--- config.mk ---
export PLATFORM = sky130hd
export DESIGN_NAME = mem_port_arbiter_flat
export DESIGN_NICKNAME = d
export VERILOG_FILES = /design/src/rtl/mem_port_arbiter_pkg.sv /design/src/rtl/mem_port_arbiter_if.sv /design/src/rtl/mem_port_arbiter.sv /design/src/flat_wrapper.sv
export SDC_FILE = /design/constraint.sdc
export NUM_CORES = 1
export LEC_CHECK = 0
export CAP_MARGIN = 40
export CELL_PAD_IN_SITES_DETAIL_PLACEMENT = 2
export CELL_PAD_IN_SITES_GLOBAL_PLACEMENT = 2
export CORE_MARGIN = 2
export CORE_UTILIZATION = 27
export CTS_CLUSTER_DIAMETER = 30
export DETAILED_ROUTE_END_ITERATION = 10
export GPL_ROUTABILITY_DRIVEN = 0
export PLACE_DENSITY = 0.9
export REMOVE_ABC_BUFFERS = 1
export SLEW_MARGIN = 0
export SYNTH_ARGS = -nofsm -noshare
export SYNTH_HDL_FRONTEND = slang
export SYNTH_SLANG_ARGS = --single-unit
--- constraint.sdc ---
create_clock -name clk -period 19.3 [get_ports clk]
set_input_delay 3.86 -clock clk [delete_from_list [all_inputs] [get_ports clk]]
set_output_delay 3.86 -clock clk [all_outputs]
set_load 0.05 [all_outputs]
--- src/rtl/mem_port_arbiter_pkg.sv ---
// Shared types and constants for the two-requester memory port arbiter.
// Holds the FSM state and requester-id enums plus the access beat widths.
// Imported by the interface and the arbiter so both agree on word sizes.
package mem_port_arbiter_pkg;

  typedef enum logic [1:0] {
    IDLE   = 2'd0,
    BUSY_I = 2'd1,
    BUSY_D = 2'd2
  } state_e;

  typedef enum logic {
    REQ_I = 1'b0,
    REQ_D = 1'b1
  } req_id_e;

  localparam int INSTR_BYTES = 4;
  localparam int DATA_BYTES  = 8;

  // The memory beat is big-endian, so the bytes at addr..addr+3 sit in the top half.
  function automatic logic [INSTR_BYTES*8-1:0] instr_word(input logic [DATA_BYTES*8-1:0] beat);
    return beat[DATA_BYTES*8-1 -: INSTR_BYTES*8];
  endfunction

endpackage

--- src/rtl/mem_port_arbiter_if.sv ---
// Bundle of the fetch port, data port and shared memory port.
// The slave modport is the arbiter; the master modport is the
// requesters together with the memory that returns read data.
interface mem_port_arbiter_if #(
  parameter int AW = 64
);

  logic          if_req;
  logic [AW-1:0] if_addr;
  logic          if_gnt;
  logic          if_rvalid;
  logic [31:0]   if_rdata;

  logic          d_req;
  logic          d_we;
  logic [AW-1:0] d_addr;
  logic [63:0]   d_wdata;
  logic          d_gnt;
  logic          d_rvalid;
  logic [63:0]   d_rdata;

  logic          mem_en;
  logic          mem_we;
  logic [AW-1:0] mem_addr;
  logic [63:0]   mem_wdata;
  logic [63:0]   mem_rdata;

  modport slave (
    input  if_req, if_addr, d_req, d_we, d_addr, d_wdata, mem_rdata,
    output if_gnt, if_rvalid, if_rdata, d_gnt, d_rvalid, d_rdata,
           mem_en, mem_we, mem_addr, mem_wdata
  );

  modport master (
    output if_req, if_addr, d_req, d_we, d_addr, d_wdata, mem_rdata,
    input  if_gnt, if_rvalid, if_rdata, d_gnt, d_rvalid, d_rdata,
           mem_en, mem_we, mem_addr, mem_wdata
  );

endinterface

--- src/rtl/mem_port_arbiter.sv ---
// Arbitrates a fetch port and a data port onto one memory, one access in flight.
// Latency: gnt/mem_en combinational in IDLE; rvalid exactly MEM_LAT cycles after gnt.
// Backpressure: requesters hold req until gnt; no grant while busy or in the rvalid cycle.
module mem_port_arbiter
  import mem_port_arbiter_pkg::*;
#(
  parameter int MEM_LAT = 2,
  parameter int AW      = 64
) (
  input  logic              clk,
  input  logic              reset,
  mem_port_arbiter_if.slave bus
);

  localparam int            CW       = 4;
  localparam logic [CW-1:0] CNT_LOAD = CW'(MEM_LAT - 1);

  state_e                    state_q, state_d;
  logic [CW-1:0]             cnt_q, cnt_d;
  req_id_e                   last_gnt_q, last_gnt_d;
  logic [AW-1:0]             addr_q, addr_d;
  logic                      we_q, we_d;
  logic [DATA_BYTES*8-1:0]   wdata_q, wdata_d;
  logic [INSTR_BYTES*8-1:0]  if_rdata_q, if_rdata_d, if_rdata_c;
  logic [DATA_BYTES*8-1:0]   d_rdata_q, d_rdata_d, d_rdata_c;

  logic can_grant;
  logic grant_data;
  logic grant_fetch;
  logic fetch_done;
  logic data_done;

  // Grant only from IDLE and never while reset is held; on conflict the side not granted last wins.
  always_comb begin
    can_grant   = (state_q == IDLE) && !reset;
    grant_data  = can_grant && bus.d_req && (!bus.if_req || (last_gnt_q == REQ_I));
    grant_fetch = can_grant && bus.if_req && !grant_data;
    fetch_done  = (state_q == BUSY_I) && (cnt_q == '0);
    data_done   = (state_q == BUSY_D) && (cnt_q == '0);
    if_rdata_c  = fetch_done ? instr_word(bus.mem_rdata) : if_rdata_q;
    d_rdata_c   = data_done ? (we_q ? '0 : bus.mem_rdata) : d_rdata_q;
  end

  // The grant cycle forwards the request straight to memory; afterwards the latched copy holds it.
  always_comb begin
    bus.if_gnt    = grant_fetch;
    bus.d_gnt     = grant_data;
    bus.mem_en    = grant_fetch || grant_data;
    bus.mem_addr  = grant_data ? bus.d_addr : (grant_fetch ? bus.if_addr : addr_q);
    bus.mem_we    = grant_data ? bus.d_we : (grant_fetch ? 1'b0 : we_q);
    bus.mem_wdata = grant_data ? bus.d_wdata : (grant_fetch ? '0 : wdata_q);
    bus.if_rvalid = fetch_done;
    bus.d_rvalid  = data_done;
    bus.if_rdata  = if_rdata_c;
    bus.d_rdata   = d_rdata_c;
  end

  // Next-state: latch the granted request, count down the access, return to IDLE on completion.
  always_comb begin
    state_d    = state_q;
    cnt_d      = cnt_q;
    last_gnt_d = last_gnt_q;
    addr_d     = addr_q;
    we_d       = we_q;
    wdata_d    = wdata_q;
    if_rdata_d = if_rdata_c;
    d_rdata_d  = d_rdata_c;
    case (state_q)
      IDLE: begin
        if (grant_data) begin
          state_d    = BUSY_D;
          cnt_d      = CNT_LOAD;
          last_gnt_d = REQ_D;
          addr_d     = bus.d_addr;
          we_d       = bus.d_we;
          wdata_d    = bus.d_wdata;
        end else if (grant_fetch) begin
          state_d    = BUSY_I;
          cnt_d      = CNT_LOAD;
          last_gnt_d = REQ_I;
          addr_d     = bus.if_addr;
          we_d       = 1'b0;
          wdata_d    = '0;
        end
      end
      BUSY_I, BUSY_D: begin
        if (cnt_q == '0) begin
          state_d = IDLE;
        end else begin
          cnt_d = cnt_q - 1'b1;
        end
      end
      default: state_d = IDLE;
    endcase
  end

  // All arbiter state; reset abandons any access in flight so it never completes.
  always_ff @(posedge clk or posedge reset) begin
    if (reset) begin
      state_q    <= IDLE;
      cnt_q      <= '0;
      last_gnt_q <= REQ_I;
      addr_q     <= '0;
      we_q       <= 1'b0;
      wdata_q    <= '0;
      if_rdata_q <= '0;
      d_rdata_q  <= '0;
    end else begin
      state_q    <= state_d;
      cnt_q      <= cnt_d;
      last_gnt_q <= last_gnt_d;
      addr_q     <= addr_d;
      we_q       <= we_d;
      wdata_q    <= wdata_d;
      if_rdata_q <= if_rdata_d;
      d_rdata_q  <= d_rdata_d;
    end
  end

endmodule

--- src/flat_wrapper.sv ---
// flat-port wrapper written by rule: the top's interface ports become plain ports
module mem_port_arbiter_flat import mem_port_arbiter_pkg::*;
#(
  parameter int MEM_LAT = 2,
  parameter int AW      = 64
)
  (clk, reset, bus_if_req, bus_if_addr, bus_d_req, bus_d_we, bus_d_addr, bus_d_wdata, bus_mem_rdata, bus_if_gnt, bus_if_rvalid, bus_if_rdata, bus_d_gnt, bus_d_rvalid, bus_d_rdata, bus_mem_en, bus_mem_we, bus_mem_addr, bus_mem_wdata);
  mem_port_arbiter_if #(.AW(AW)) bus_i ();
  input  logic clk;
  input  logic reset;
  input wire logic [$bits(bus_i.if_req)-1:0] bus_if_req;
  input wire logic [$bits(bus_i.if_addr)-1:0] bus_if_addr;
  input wire logic [$bits(bus_i.d_req)-1:0] bus_d_req;
  input wire logic [$bits(bus_i.d_we)-1:0] bus_d_we;
  input wire logic [$bits(bus_i.d_addr)-1:0] bus_d_addr;
  input wire logic [$bits(bus_i.d_wdata)-1:0] bus_d_wdata;
  input wire logic [$bits(bus_i.mem_rdata)-1:0] bus_mem_rdata;
  output wire logic [$bits(bus_i.if_gnt)-1:0] bus_if_gnt;
  output wire logic [$bits(bus_i.if_rvalid)-1:0] bus_if_rvalid;
  output wire logic [$bits(bus_i.if_rdata)-1:0] bus_if_rdata;
  output wire logic [$bits(bus_i.d_gnt)-1:0] bus_d_gnt;
  output wire logic [$bits(bus_i.d_rvalid)-1:0] bus_d_rvalid;
  output wire logic [$bits(bus_i.d_rdata)-1:0] bus_d_rdata;
  output wire logic [$bits(bus_i.mem_en)-1:0] bus_mem_en;
  output wire logic [$bits(bus_i.mem_we)-1:0] bus_mem_we;
  output wire logic [$bits(bus_i.mem_addr)-1:0] bus_mem_addr;
  output wire logic [$bits(bus_i.mem_wdata)-1:0] bus_mem_wdata;
  assign bus_i.if_req = bus_if_req;
  assign bus_i.if_addr = bus_if_addr;
  assign bus_i.d_req = bus_d_req;
  assign bus_i.d_we = bus_d_we;
  assign bus_i.d_addr = bus_d_addr;
  assign bus_i.d_wdata = bus_d_wdata;
  assign bus_i.mem_rdata = bus_mem_rdata;
  assign bus_if_gnt = bus_i.if_gnt;
  assign bus_if_rvalid = bus_i.if_rvalid;
  assign bus_if_rdata = bus_i.if_rdata;
  assign bus_d_gnt = bus_i.d_gnt;
  assign bus_d_rvalid = bus_i.d_rvalid;
  assign bus_d_rdata = bus_i.d_rdata;
  assign bus_mem_en = bus_i.mem_en;
  assign bus_mem_we = bus_i.mem_we;
  assign bus_mem_addr = bus_i.mem_addr;
  assign bus_mem_wdata = bus_i.mem_wdata;
  mem_port_arbiter #(.MEM_LAT(MEM_LAT), .AW(AW)) u_core (.clk(clk), .reset(reset), .bus(bus_i));
endmodule
=== Word level (Yosys, flattened, before mapping) ===
Cells that the tools add are included.

* Register bits: 232
* Bits of input ports: 261
* Output and inout bits: 230
* Logic and storage cells: 54

* Add/subtract/negate cells: 1
* Eq/ne operators: 5
* Multiplexer cells: 19
* Bitwise logic cells: 1
* Reductions and logical operators: 20

{| class="wikitable"
|+ Operators with widths
! cell !! count
|-
| 2-to-1 mux 64 bit || 6
|-
| 2-to-1 mux 32 bit || 1
|-
| 2-to-1 mux 4 bit || 3
|-
| one-hot mux 4 bit (2 select lines) || 1
|-
| logical AND 1 bit || 7
|-
| 2-to-1 mux 2 bit || 3
|-
| logical NOT 4 bit || 1
|-
| 2-to-1 mux 1 bit || 4
|-
| one-hot mux 2 bit (2 select lines) || 1
|-
| AND reduction 2 bit || 2
|-
| nonzero test 2 bit || 2
|-
| subtractor 4 x 1 -> 4 bit (second input constant) || 1
|-
| logical NOT 1 bit || 3
|-
| inequality test 3 x 1 -> 1 bit (second input constant) || 1
|-
| AND reduction 3 bit || 1
|-
| equality test 2 x 1 -> 1 bit (second input constant) || 1
|-
| equality test 2 bit (second input constant) || 1
|-
| logical NOT 2 bit || 1
|-
| logical OR 1 bit || 2
|-
| inequality test 2 x 1 -> 1 bit (second input constant) || 1
|-
| inequality test 2 bit (second input constant) || 1
|-
| OR reduction 2 bit || 1
|-
| inverter 1 bit || 1
|}

=== Logic depth before layout (Yosys ltp) ===
* Depth after elaboration: 9
* Depth in mapped cells: 8
* Gate-level depth less buffers: 5

=== Worst setup path after synthesis ===
Ideal clock, no wire load.

* Path kind: input port to flip-flop
* From: in reset
* To: reg u_core.state_q[0]
* Setup time: 0.125 ns
* Data arrival time: 9.159 ns
* Required time: 19.175 ns
* Path slack: 10.016 ns
* Stages: 3
* Buffers on the path: 0
* Cell sequence: inv_1 a21oi_1 o22a_1

* Longest elaborated chain between the ends: 8
* Elaborated cells between the ends (all ways): 11
* Classes of those cells: 1 x eq/ne; 2 x mux; 8 x reduce/logical

{| class="wikitable"
|+ Ends and longest elaborated chain
! what !! RTL line !! RTL
|-
| from (decl) || flat_wrapper.sv:10 || <nowiki>input logic reset;</nowiki>
|-
| logical NOT 1 bit * || mem_port_arbiter.sv:35 || <nowiki>can_grant = (state_q == IDLE) && !reset;</nowiki>
|-
| logical AND 1 bit * || mem_port_arbiter.sv:35 ||
|-
| logical AND 1 bit (2 in series) || mem_port_arbiter.sv:36 || <nowiki>grant_data = can_grant && bus.d_req && (!bus.if_req || (last_gnt_q == REQ_I));</nowiki>
|-
| logical NOT 1 bit || mem_port_arbiter.sv:37 || <nowiki>grant_fetch = can_grant && bus.if_req && !grant_data;</nowiki>
|-
| logical AND 1 bit || mem_port_arbiter.sv:37 ||
|-
| inequality test 3 x 1 -> 1 bit (no line) || n/a ||
|-
| AND reduction 2 bit (no line) || n/a ||
|-
| to (signal assigned) || mem_port_arbiter.sv:109 || <nowiki>state_q <= state_d;</nowiki>
|-
| to (decl) || mem_port_arbiter.sv:18 || <nowiki>state_e state_q, state_d;</nowiki>
|}

Mark *: on every way between the ends. The rest lies on a longest branch, timed or not.
A chain may end at the register's enable or synchronous reset.

=== Worst setup path in the final report ===
* From: in reset
* To: out bus_mem_addr[60]

* Longest elaborated chain between the ends: 8
* Elaborated cells between the ends (all ways): 9
* Classes of those cells: 2 x mux; 7 x reduce/logical

{| class="wikitable"
|+ Ends and longest elaborated chain
! what !! RTL line !! RTL
|-
| logical NOT 1 bit * || mem_port_arbiter.sv:35 ||
|-
| logical AND 1 bit * || mem_port_arbiter.sv:35 ||
|-
| logical AND 1 bit (2 in series) || mem_port_arbiter.sv:36 ||
|-
| logical NOT 1 bit || mem_port_arbiter.sv:37 ||
|-
| logical AND 1 bit || mem_port_arbiter.sv:37 ||
|-
| 2-to-1 mux 64 bit || n/a ||
|-
| 2-to-1 mux 64 bit * || n/a ||
|-
| to (decl) || flat_wrapper.sv:26 || <nowiki>output wire logic [$bits(bus_i.mem_addr)-1:0] bus_mem_addr;</nowiki>
|}

Marked as above.

==> flow_summary.toml <==
[detailed_routing]
dr_total_vias = 10676
dr.pass1.iters = 4
post_drt_via_cell_ratio = 5.36
drtAntennaViolNets = 0
drtIter0Drc = 559
drc = 0
wl_um = 54600
post_drt_wl_per_cell_um = 27.4

[logic_synthesis]
yosys_warnings = 0
yosys.area.top_type = "dfrtp_1"
ys_seq_elements = 232
yosysSeqAreaShare_pct = 53.6
syn_inst = 927
synth_cell_types = 40
ys_top_cells_by_area = "dfrtp_1 54%, a221o_1 12%, a22o_1 11%"
synth_top_area_share_pct = 53.6
synthesis.area_um2 = 10800
syn_avg_cell_area_um2 = 11.7

[timing]
setup_tns_ps = 0
slew_violations = 0
setup_viol = 0
fin_crit_sh_pct = 62.0
fmax_mhz = 83.5
grt_setup_unrepaired = "no"
fin_crit_ps = 11970
clock-skew-final_ps = 19.1
tightest_slew_ps = 922
hold_slack_ps = 486
hold_viol = 0
slew_headroom_pct = 38.5

[clock_network]
htree_levels = 3
cts_tree = "built"
hold_buffers = 0
clock-sinks = 232
cts_resized = 0
clockRootBuffer = "clkbuf_16"
worstSkewPairLatency_ps = 560
clk_pin_slew_ps = 40
cts.path.max_buffers = 3
post_cts_buffers = 0
numCtsBuffers = 69

[worst_setup_path]
worstSetupStartpointType = "primary input"
cp_top_family = "buffers and inverters"
worstPathCellList = "clkdlybuf4s50_1, and2b_2, buf_12, and3_4, buf_4, a221o_1, clkdlybuf4s50_1"
r2r-end = "u_core.addr_q[60]"
required_ps = 15440
worstPathArrival_ps = 8110
critPathCaptureType = "output port"
ff2ff_setup_slack_ps = 15560
reg2regPathDepth = 7
reg2reg_from = "u_core.state_q[1]"
cp_max_fo = 80
worstPathBufferInverterCount = 4
crit_start = "reset"
crit_slowest_cell = "clkdlybuf4s50_1"
cpPeakStageDelay_ps = 850
crit_cells = 7
path_class = "in2out"
cpMostUsedCell = "clkdlybuf4s50_1"

[power_and_ir_drop]
ir_drop_uv = 110
p_leak_nw = 8.13
power_density_nw_per_um2 = 227
power_mw = 4.19

[finish]
final_cell_mix = "490 x clkdlybuf4s50_1, 232 x dfrtp_1, 130 x a22o_1"
final_common_cell = "clkdlybuf4s50_1"
areaGrowthSynthToFinish_pct = 70.9
num-fill-cells = 3876
finalInstanceArea_um2 = 18500
final_util_pct = 46.7
regArea_um2 = 5810
multi_input_area_um2 = 4530
drive_gt1_share_pct = 9.86
nets = 1669

[hold_path]
hp-class = "reg2reg"
min_to = "u_core.if_rdata_q[14]"
min-delay-start = "u_core.if_rdata_q[14]"
worstHoldPathCells = 1

[floorplanning]
die_w_um = 204
design.die.area_um2 = 41700
core_area_um2 = 39600
fp-row-count = 73
initial_core_util_pct = 27.3
io_pins = 491
die_y_um = 204

[placement]
place_area_um2 = 16100
dp_hpwl_um = 33200
numPortBuffers = 490

[global_routing]
grt.total_usage_pct = 25.6
grt_pass1_wl_um = 80400
antenna_found_initial = 11
grt-ovfl-total = 0
grt_max_degree = 100
grt_pass1_vias = 12481

[job]
maxCapViolCount = 0

[status]
status = "finished clean"
area by class of cell:
class / instances / share of cell area [%]
clock inverter: 33 / 2.01
sequential: 232 / 31.4
multi-input combinational: 590 / 24.5
tap: 525 / 3.55
antenna: 7 / 0.0947
clock buffer: 94 / 10.8
timing repair buffer: 503 / 27.5
inverter: 8 / 0.203
metrics by stage:
step / setup slack (ps) / std cells
after floorplan: 6540 / 830
after global placement: 7360 / 1853
after detailed placement: 7520 / 1858
after CTS: 7370 / 1985
after global routing: 7180 / 1989
final: 7330 / 1992
cells by family after synthesis:
kind of cell	after synthesis	share of synthesized area, %
compound gates	340	26.6
fa+ha+maj	4	0.462
mux	32	3.33
simple gates	214	11.0
buf+inv	105	4.92
flops	232	53.6
routing by layer:
layer	routed length [µm]	share of wire (%)	vias up	GRT usage (%)
met2	28000	51	508	46.0
met5	50	0.092	-	0
li1	-	-	4584	-
met3	4800	8.8	136	9.39
met1	19300	35	5440	26.1
met4	2370	4.3	8	12.9
synthesized netlist by cell type, drive strengths merged:
cell,n
and4b,1
nand4bb,1
nor3,1
nand2b,67
o2111ai,1
o211a,1
o21bai,1
nor2b,1
o22a,1
ha,4
or3b,1
o211ai,4
clkbuf,31
dfrtp,232
a211oi,1
and2b,1
nor3b,1
a311oi,1
mux2,32
o21ba,1
o2bb2ai,1
o21ai,65
inv,8
nand3b,2
buf,66
a221o,128
a21o,2
and3,65
a22oi,1
nand3,3
a22o,130
a21oi,1
and2,3
nand2,67
a21boi,1
sequential cells by signal, summed over array words and instances, names as in the netlist:
name and count:
u_core.addr_q 64, u_core.d_rdata_q 64, u_core.wdata_q 64, u_core.if_rdata_q 32, u_core.cnt_q 4, u_core.state_q 2, u_core.last_gnt_q 1, u_core.we_q 1
how the worst max path moves through the flow:
stage | endpoint | slack (ps)
CTS | bus_mem_addr[60] | 7370
detailed placement | bus_mem_addr[0] | 7520
global route | bus_mem_addr[60] | 7180
finish | bus_mem_addr[60] | 7330
global placement | bus_mem_addr[29] | 7360
floorplan | bus_mem_wdata[0] | 6540
power by group:
group,switching (mW),internal (mW)
Sequential,0.136,0.712
Combinational,1.43,0.760
Clock,0.347,0.811
Total,1.91,2.28
No activity file was read; power rests on OpenSTA's default activity.
